$ cat src/rtl/fr_normalize_pipe.sv
`default_nettype none
// ============================================================================
//  Module   : fr_normalize_pipe
//  Purpose  : Two-stage valid/ready leading-one detector and mantissa/exponent
//             normaliser feeding the rounding/pack stage of the FP MAC.
//  Options  : FR_NORM_FTZ_EN - flush-to-zero on exponent underflow
//             (when undefined the exponent wraps and underflow is tied low).
//  Revision : 1.0 - initial release
// ============================================================================
module fr_normalize_pipe #(
    parameter int WIDTH   = 24,
    parameter int COUNT_W = 8,
    parameter int EXP_W   = 8
) (
    input  logic               clock,
    input  logic               resetn,
    input  logic               in_valid,
    output logic               in_ready,
    input  logic [WIDTH-1:0]   in_mant,
    input  logic [EXP_W-1:0]   in_exp,
    output logic               out_valid,
    input  logic               out_ready,
    output logic [COUNT_W-1:0] count,
    output logic               zero,
    output logic [WIDTH-1:0]   norm_mant,
    output logic [EXP_W-1:0]   norm_exp,
    output logic               underflow
);

    localparam logic [COUNT_W-1:0] c_MSB_IDX = COUNT_W'(WIDTH - 1);
`ifdef FR_NORM_FTZ_EN
    localparam int c_CMP_W = ((EXP_W > COUNT_W) ? EXP_W : COUNT_W) + 1;
`endif

    // ------------------------------------------------------------------
    // Handshake
    // ------------------------------------------------------------------
    logic                 w_s2_adv;
    logic                 w_s1_adv;

    logic                 r_s1_valid;
    logic [WIDTH-1:0]     r_s1_mant;
    logic [EXP_W-1:0]     r_s1_exp;
    logic [COUNT_W-1:0]   r_s1_pos;
    logic                 r_s1_zero;

    logic [COUNT_W-1:0]   w_lead_pos;
    logic                 w_in_zero;

    logic [COUNT_W-1:0]   w_shift;
    logic [WIDTH-1:0]     w_shifted;
    logic [EXP_W-1:0]     w_exp_adj;

    logic                 r_out_valid;
    logic [COUNT_W-1:0]   r_count;
    logic                 r_zero;
    logic [WIDTH-1:0]     r_norm_mant;
    logic [EXP_W-1:0]     r_norm_exp;

    assign w_s2_adv = !r_out_valid || out_ready;
    assign w_s1_adv = !r_s1_valid || w_s2_adv;
    assign in_ready = w_s1_adv;

    // ------------------------------------------------------------------
    // Leading-one search: later (higher) hits overwrite, so the MSB wins
    // ------------------------------------------------------------------
    always_comb begin
        w_lead_pos = c_MSB_IDX;
        for (int i = 0; i < WIDTH; i++) begin
            if (in_mant[i]) begin
                w_lead_pos = COUNT_W'(i);
            end
        end
    end

    assign w_in_zero = ~|in_mant;

    // ------------------------------------------------------------------
    // Stage 1: capture operands and leading-one index
    // ------------------------------------------------------------------
    always_ff @(posedge clock or negedge resetn) begin
        if (!resetn) begin
            r_s1_valid <= 1'b0;
            r_s1_mant  <= '0;
            r_s1_exp   <= '0;
            r_s1_pos   <= c_MSB_IDX;
            r_s1_zero  <= 1'b0;
        end else if (w_s1_adv) begin
            r_s1_valid <= in_valid;
            if (in_valid) begin
                r_s1_mant <= in_mant;
                r_s1_exp  <= in_exp;
                r_s1_pos  <= w_lead_pos;
                r_s1_zero <= w_in_zero;
            end
        end
    end

    // ------------------------------------------------------------------
    // Stage 2 datapath: shift into the MSB and rebias the exponent
    // ------------------------------------------------------------------
    assign w_shift   = c_MSB_IDX - r_s1_pos;
    assign w_shifted = r_s1_mant << w_shift;
    assign w_exp_adj = r_s1_exp - EXP_W'(w_shift);

`ifdef FR_NORM_FTZ_EN
    logic w_uflow;
    logic r_underflow;

    assign w_uflow   = c_CMP_W'(r_s1_exp) < c_CMP_W'(w_shift);
    assign underflow = r_underflow;
`else
    assign underflow = 1'b0;
`endif

    always_ff @(posedge clock or negedge resetn) begin
        if (!resetn) begin
            r_out_valid <= 1'b0;
            r_count     <= c_MSB_IDX;
            r_zero      <= 1'b0;
            r_norm_mant <= '0;
            r_norm_exp  <= '0;
`ifdef FR_NORM_FTZ_EN
            r_underflow <= 1'b0;
`endif
        end else if (w_s2_adv) begin
            r_out_valid <= r_s1_valid;
            if (r_s1_valid) begin
                r_count <= r_s1_pos;
                r_zero  <= r_s1_zero;
                if (r_s1_zero) begin
                    r_norm_mant <= '0;
                    r_norm_exp  <= '0;
`ifdef FR_NORM_FTZ_EN
                end else if (w_uflow) begin
                    r_norm_mant <= '0;
                    r_norm_exp  <= '0;
`endif
                end else begin
                    r_norm_mant <= w_shifted;
                    r_norm_exp  <= w_exp_adj;
                end
`ifdef FR_NORM_FTZ_EN
                // A zero mantissa applies no shift, so it can never underflow
                r_underflow <= w_uflow & ~r_s1_zero;
`endif
            end
        end
    end

    assign out_valid = r_out_valid;
    assign count     = r_count;
    assign zero      = r_zero;
    assign norm_mant = r_norm_mant;
    assign norm_exp  = r_norm_exp;

endmodule
`default_nettype wire

$ cat config.mk
export PLATFORM = sky130hd
export DESIGN_NAME = fr_normalize_pipe
export DESIGN_NICKNAME = d
export VERILOG_FILES = /design/src/rtl/fr_normalize_pipe.sv
export SDC_FILE = /design/constraint.sdc
export NUM_CORES = 1
export LEC_CHECK = 0
export CAP_MARGIN = 20
export CORE_ASPECT_RATIO = 2
export CORE_MARGIN = 2
export CORE_UTILIZATION = 40
export CTS_CLUSTER_DIAMETER = 150
export DETAILED_ROUTE_END_ITERATION = 16
export GPL_ROUTABILITY_DRIVEN = 0
export GPL_TIMING_DRIVEN = 1
export PLACE_DENSITY = 0.64
export SETUP_SLACK_MARGIN = 0.15
export SYNTH_ARGS = -nofsm -noshare
export SYNTH_HDL_FRONTEND = slang
export SYNTH_SLANG_ARGS = --single-unit
$ cat constraint.sdc
create_clock -name clock -period 6.7 [get_ports clock]
set_input_delay 1.005 -clock clock [delete_from_list [all_inputs] [get_ports clock]]
set_output_delay 1.005 -clock clock [all_outputs]
set_load 0.02 [all_outputs]
=== Word-level counts from Yosys, hierarchy flattened ===
Cells that the tools add are included.

* Bits in registers: 84
* Latch bits: 0
* RAM bits: 0
* Bits in read-only memories: 0
* Output and inout bits: 44
* Logic and storage cells: 47
* Memories: 0

* $add $sub $neg: 2
* Multiply operators: 0
* Divide/modulo/power cells: 0
* Magnitude comparators: 0
* Equality and inequality tests: 0
* Shift operators: 1
* Mux-type cells: 26
* Bitwise operators: 0
* Reductions and logical operators: 8

{| class="wikitable"
|+ Operators by type and width
! kind !! number
|-
| 2-to-1 mux 8 bit || 22
|-
| 2-to-1 mux 24 bit || 1
|-
| OR reduction 24 bit || 1
|-
| << shifter 24 x 8 -> 24 bit || 1
|-
| 2-to-1 mux 5 bit || 3
|-
| subtractor 5 x 8 -> 8 bit (first input constant) || 1
|-
| subtractor 8 bit || 1
|-
| AND reduction 2 bit || 2
|-
| zero test 1 bit || 3
|-
| logical OR 1 bit || 2
|}

=== Depth between registers and ports, before layout ===
* Depth after elaboration: 24
* Mapped depth: 10
* Gate-level depth less buffers: 8

=== Least setup slack after synthesis ===
No wires, ideal clock.

* Path kind: input port to flip-flop
* Start point: in out_ready
* End point: reg r_s1_exp[4]
* Library setup time: 125 ps
* Data arrival time: 2349 ps
* Required time: 6575 ps
* Path slack: 4227 ps
* Cell stages on the path: 4
* Buffers on the path: 1
* Cell sequence: nand3b_1 nand2_1 clkbuf_1 mux2_2

* Word-level cells in the longest chain between the ends: 3

{| class="wikitable"
|+ RTL lines
! item !! line !! source
|-
| from (decl) || 22 || <nowiki>input logic out_ready,</nowiki>
|-
| logical OR 1 bit || 60 || <nowiki>assign w_s2_adv = !r_out_valid || out_ready;</nowiki>
|-
| logical OR 1 bit || 61 || <nowiki>assign w_s1_adv = !r_s1_valid || w_s2_adv;</nowiki>
|-
| AND reduction 2 bit (no source line) || n/a ||
|-
| to (signal assigned) || 92 || <nowiki>r_s1_exp <= in_exp;</nowiki>
|-
| to (decl) || 43 || <nowiki>logic [EXP_W-1:0] r_s1_exp;</nowiki>
|}

Every way passes these cells.
A chain may end at the register's enable or synchronous reset.

=== Worst setup path after layout ===
* Start point: in out_ready
* End point: out in_ready

* Word-level cells in the longest chain between the ends: 2

{| class="wikitable"
|+ RTL lines
! item !! line !! source
|-
| logical OR 1 bit || 60 ||
|-
| logical OR 1 bit || 61 ||
|-
| to (decl) || 18 || <nowiki>output logic in_ready,</nowiki>
|}

Every way passes these cells.

==> metrics.yaml <==
timing:
  rsz0062_at_grt: "no"
  tightestPinTransition_ns: 0.9981
  finalCritPeriodShare_pct: 49.24
  relSlewSlack_pct: 33.46
  finalSetupViolations: 0
  timing.setup.tns_ns: 0
  slew_violations: 0
  period_needed_ns: 3.299
  fmax_ghz: 0.3031
  finalHoldViolCount: 0
  hold_ws_ns: 0.4721
  fin_skew_ns: 0.006173
global_route:
  antenna_found_initial: 0
  gr-total-overflow: 0
  track_usage_pct: 19.67
  grt_pass1_vias: 3620
  grt_start_max_net_pins: 79
  grt_pass1_wl_um: 18480
worst_setup_path:
  arrival_ns: 2.29
  endpoint_kind: "primary output"
  cp-start-kind: "primary input"
  path_max_fanout: 5
  cp.required_ns: 5.69
  startpoint: "out_ready"
  r2r_cells: 8
  path_class: "in2out"
  r2r-start: "r_s1_pos[0]$_DFFE_PN1P_"
  r2r_setup_slack_ns: 3.98
clock_tree:
  clock_latency_ns: 0.34
  root_buffer: "clkbuf_16"
  cts_max_level: 3
  cts_tree: "built"
  clock_path_buffers: 2
  clock-sinks: 78
  post_cts_buffers: 0
  cts_hold_buf: 0
  clk_pin_slew_ns: 0.05
  post_cts_resized: 0
  cts_made_buffers: 9
layout:
  fin_nets: 537
  syn_to_final_growth_pct: 25.24
  antennaDiodeCount: 0
  drive_above_1_share_pct: 16.70
synthesis:
  synth_common_cells: "dfrtp_1 (70), nand2_1 (52), mux2_2 (41), nor2_1 (29), o21ai_0 (26)"
  ys_seq_elements: 78
  synth_edf_count: 0
  async_reset_ff_share_pct: 100.0
  ys_types: 62
  synth.most_common_cell: "dfrtp_1"
  synth_flop_cell: "dfrtp_1"
  syn_area_sq_mm: 0.004486
  synthTopCellsByArea: "dfrtp_1 (39%), mux2_2 (10%), mux4_2 (5.0%)"
  synth_cells: 428
  synth_area_per_cell_sq_um: 10.48
  yosysTopAreaCellShare_pct: 39.05
  ys.warnings.count: 0
  yosys.area.top_type: "dfrtp_1"
  yosysSeqAreaShare_pct: 43.74
outcome:
  status: "finished clean"
routing:
  drc: 0
  drt_iter0_drc: 255
  first_pass_iters: 5
  vias_per_cell: 5.656
  wire_per_inst_um: 17.48
  ant_nets: 0
  vias: 3603
  routed_wl_um: 11130
worst_hold_path:
  hold_start: "norm_exp[1]$_DFFE_PN0P_"
  holdPathStages: 2
  hold_path_class: "reg2reg"
die:
  dieHeight_um: 153.8
  core_area_sq_mm: 0.01095
  initial_core_util_pct: 40.98
  dieArea_sq_mm: 0.01213
  ios: 80
  die_x_um: 78.88
  rows: 54
placement:
  port_buffers: 75
  dp_hpwl_um: 8640
pwr:
  power_density_mw_per_mm2: 321.7
  peakVddDrop_v: 0.0001545
  leakagePower_uw: 0.002343
flow_run:
  maxCapViolCount: 0
==> worst paths after layout <==
kind	endpoint
max in group asynchronous	norm_mant[13]$_DFFE_PN0P_
min reg2reg	norm_exp[1]$_DFFE_PN0P_
max reg2reg	norm_exp[6]$_DFFE_PN0P_
min	norm_exp[1]$_DFFE_PN0P_
min in group asynchronous	out_valid$_DFFE_PN0P_
max	in_ready
==> flip-flops by register name, summed over array words and instances, names as in the netlist <==
signal / flops
count: 5
norm_exp: 8
norm_mant: 24
out_valid: 1
r_s1_exp: 8
r_s1_mant: 24
r_s1_pos: 5
r_s1_valid: 1
r_s1_zero: 1
zero: 1
==> critical path: stages <==
cell             delay (ns)
clkdlybuf4s50_1        0.46
nand3b_1               0.19
clkdlybuf4s50_1        0.64
==> cell type report <==
cell class	instances	area, sq um
Clock inverter	4	70.07
Clock buffer	12	246.5
Sequential cell	78	1962
Tap cell	140	175.2
Inverter	14	52.55
Multi-Input combinational cell	312	2349
Timing Repair Buffer	77	763.2
Fill cell	1045	5328
==> routing by layer <==
layer | wire length, um | global-route usage (%) | part of all wire [%]
met1 | 4151 | 21.63 | 37
met2 | 6070 | 35.16 | 55
met3 | 388 | 3.580 | 3.5
met4 | 522 | 10.43 | 4.7
met5 | 0 | 0 | 0
==> power breakdown <==
| part | internal (uW) | switching, uW | leakage [uW] | total, uW |
|---|---|---|---|---|
| combinational | 316 | 311 | 0.00125 | 628 |
| clock | 335 | 182 | 0.000157 | 517 |
| sequential | 573 | 89.3 | 0.000938 | 663 |
==> through the flow <==
stage                     power, uW  area [sq um]  cells  util [%]  setup WS [ns]
after CTS                      1818          5618    637     51.33          3.390
after detailed placement       1297          5301    621     48.43          3.398
after floorplan                1045          4497    431         -          4.227
after global routing           1908          5618    637     51.33          3.333
after global placement         1286          5301    621     48.43          3.399
final                          1807          5618    637     51.33          3.401
==> cell usage in the layout (no fill, tap or decap), types with 6 or more instances in the layout <==
| cell type | netlist | routed |
|---|---|---|
| inv_1 | 13 | 13 |
| mux2i_1 | 19 | 19 |
| nor2_1 | 29 | 29 |
| nand2_1 | 52 | 52 |
| o21ai_0 | 26 | 26 |
| nor3_1 | 8 | 8 |
| clkbuf_16 | 0 | 9 |
| a22o_1 | 8 | 8 |
| ha_1 | 8 | 8 |
| nand2b_1 | 6 | 6 |
| mux4_2 | 10 | 10 |
| o31ai_1 | 6 | 6 |
| a211oi_1 | 6 | 6 |
| a21oi_1 | 11 | 11 |
| mux2_2 | 41 | 41 |
| dfstp_2 | 8 | 8 |
| dfrtp_1 | 70 | 70 |
| clkdlybuf4s50_1 | 0 | 74 |
==> cells by family after synthesis <==
group | synth area share, %
xor gates and xnor gates | 0.5859
DFF | 43.74
muxes | 20.22
adders and majority gates | 2.678
AOI/OAI and AO/OA | 16.43
other | 0.08360
buffers and inverters | 4.156
and+or+nand+nor | 12.11
No activity file was read; power rests on OpenSTA's default activity.
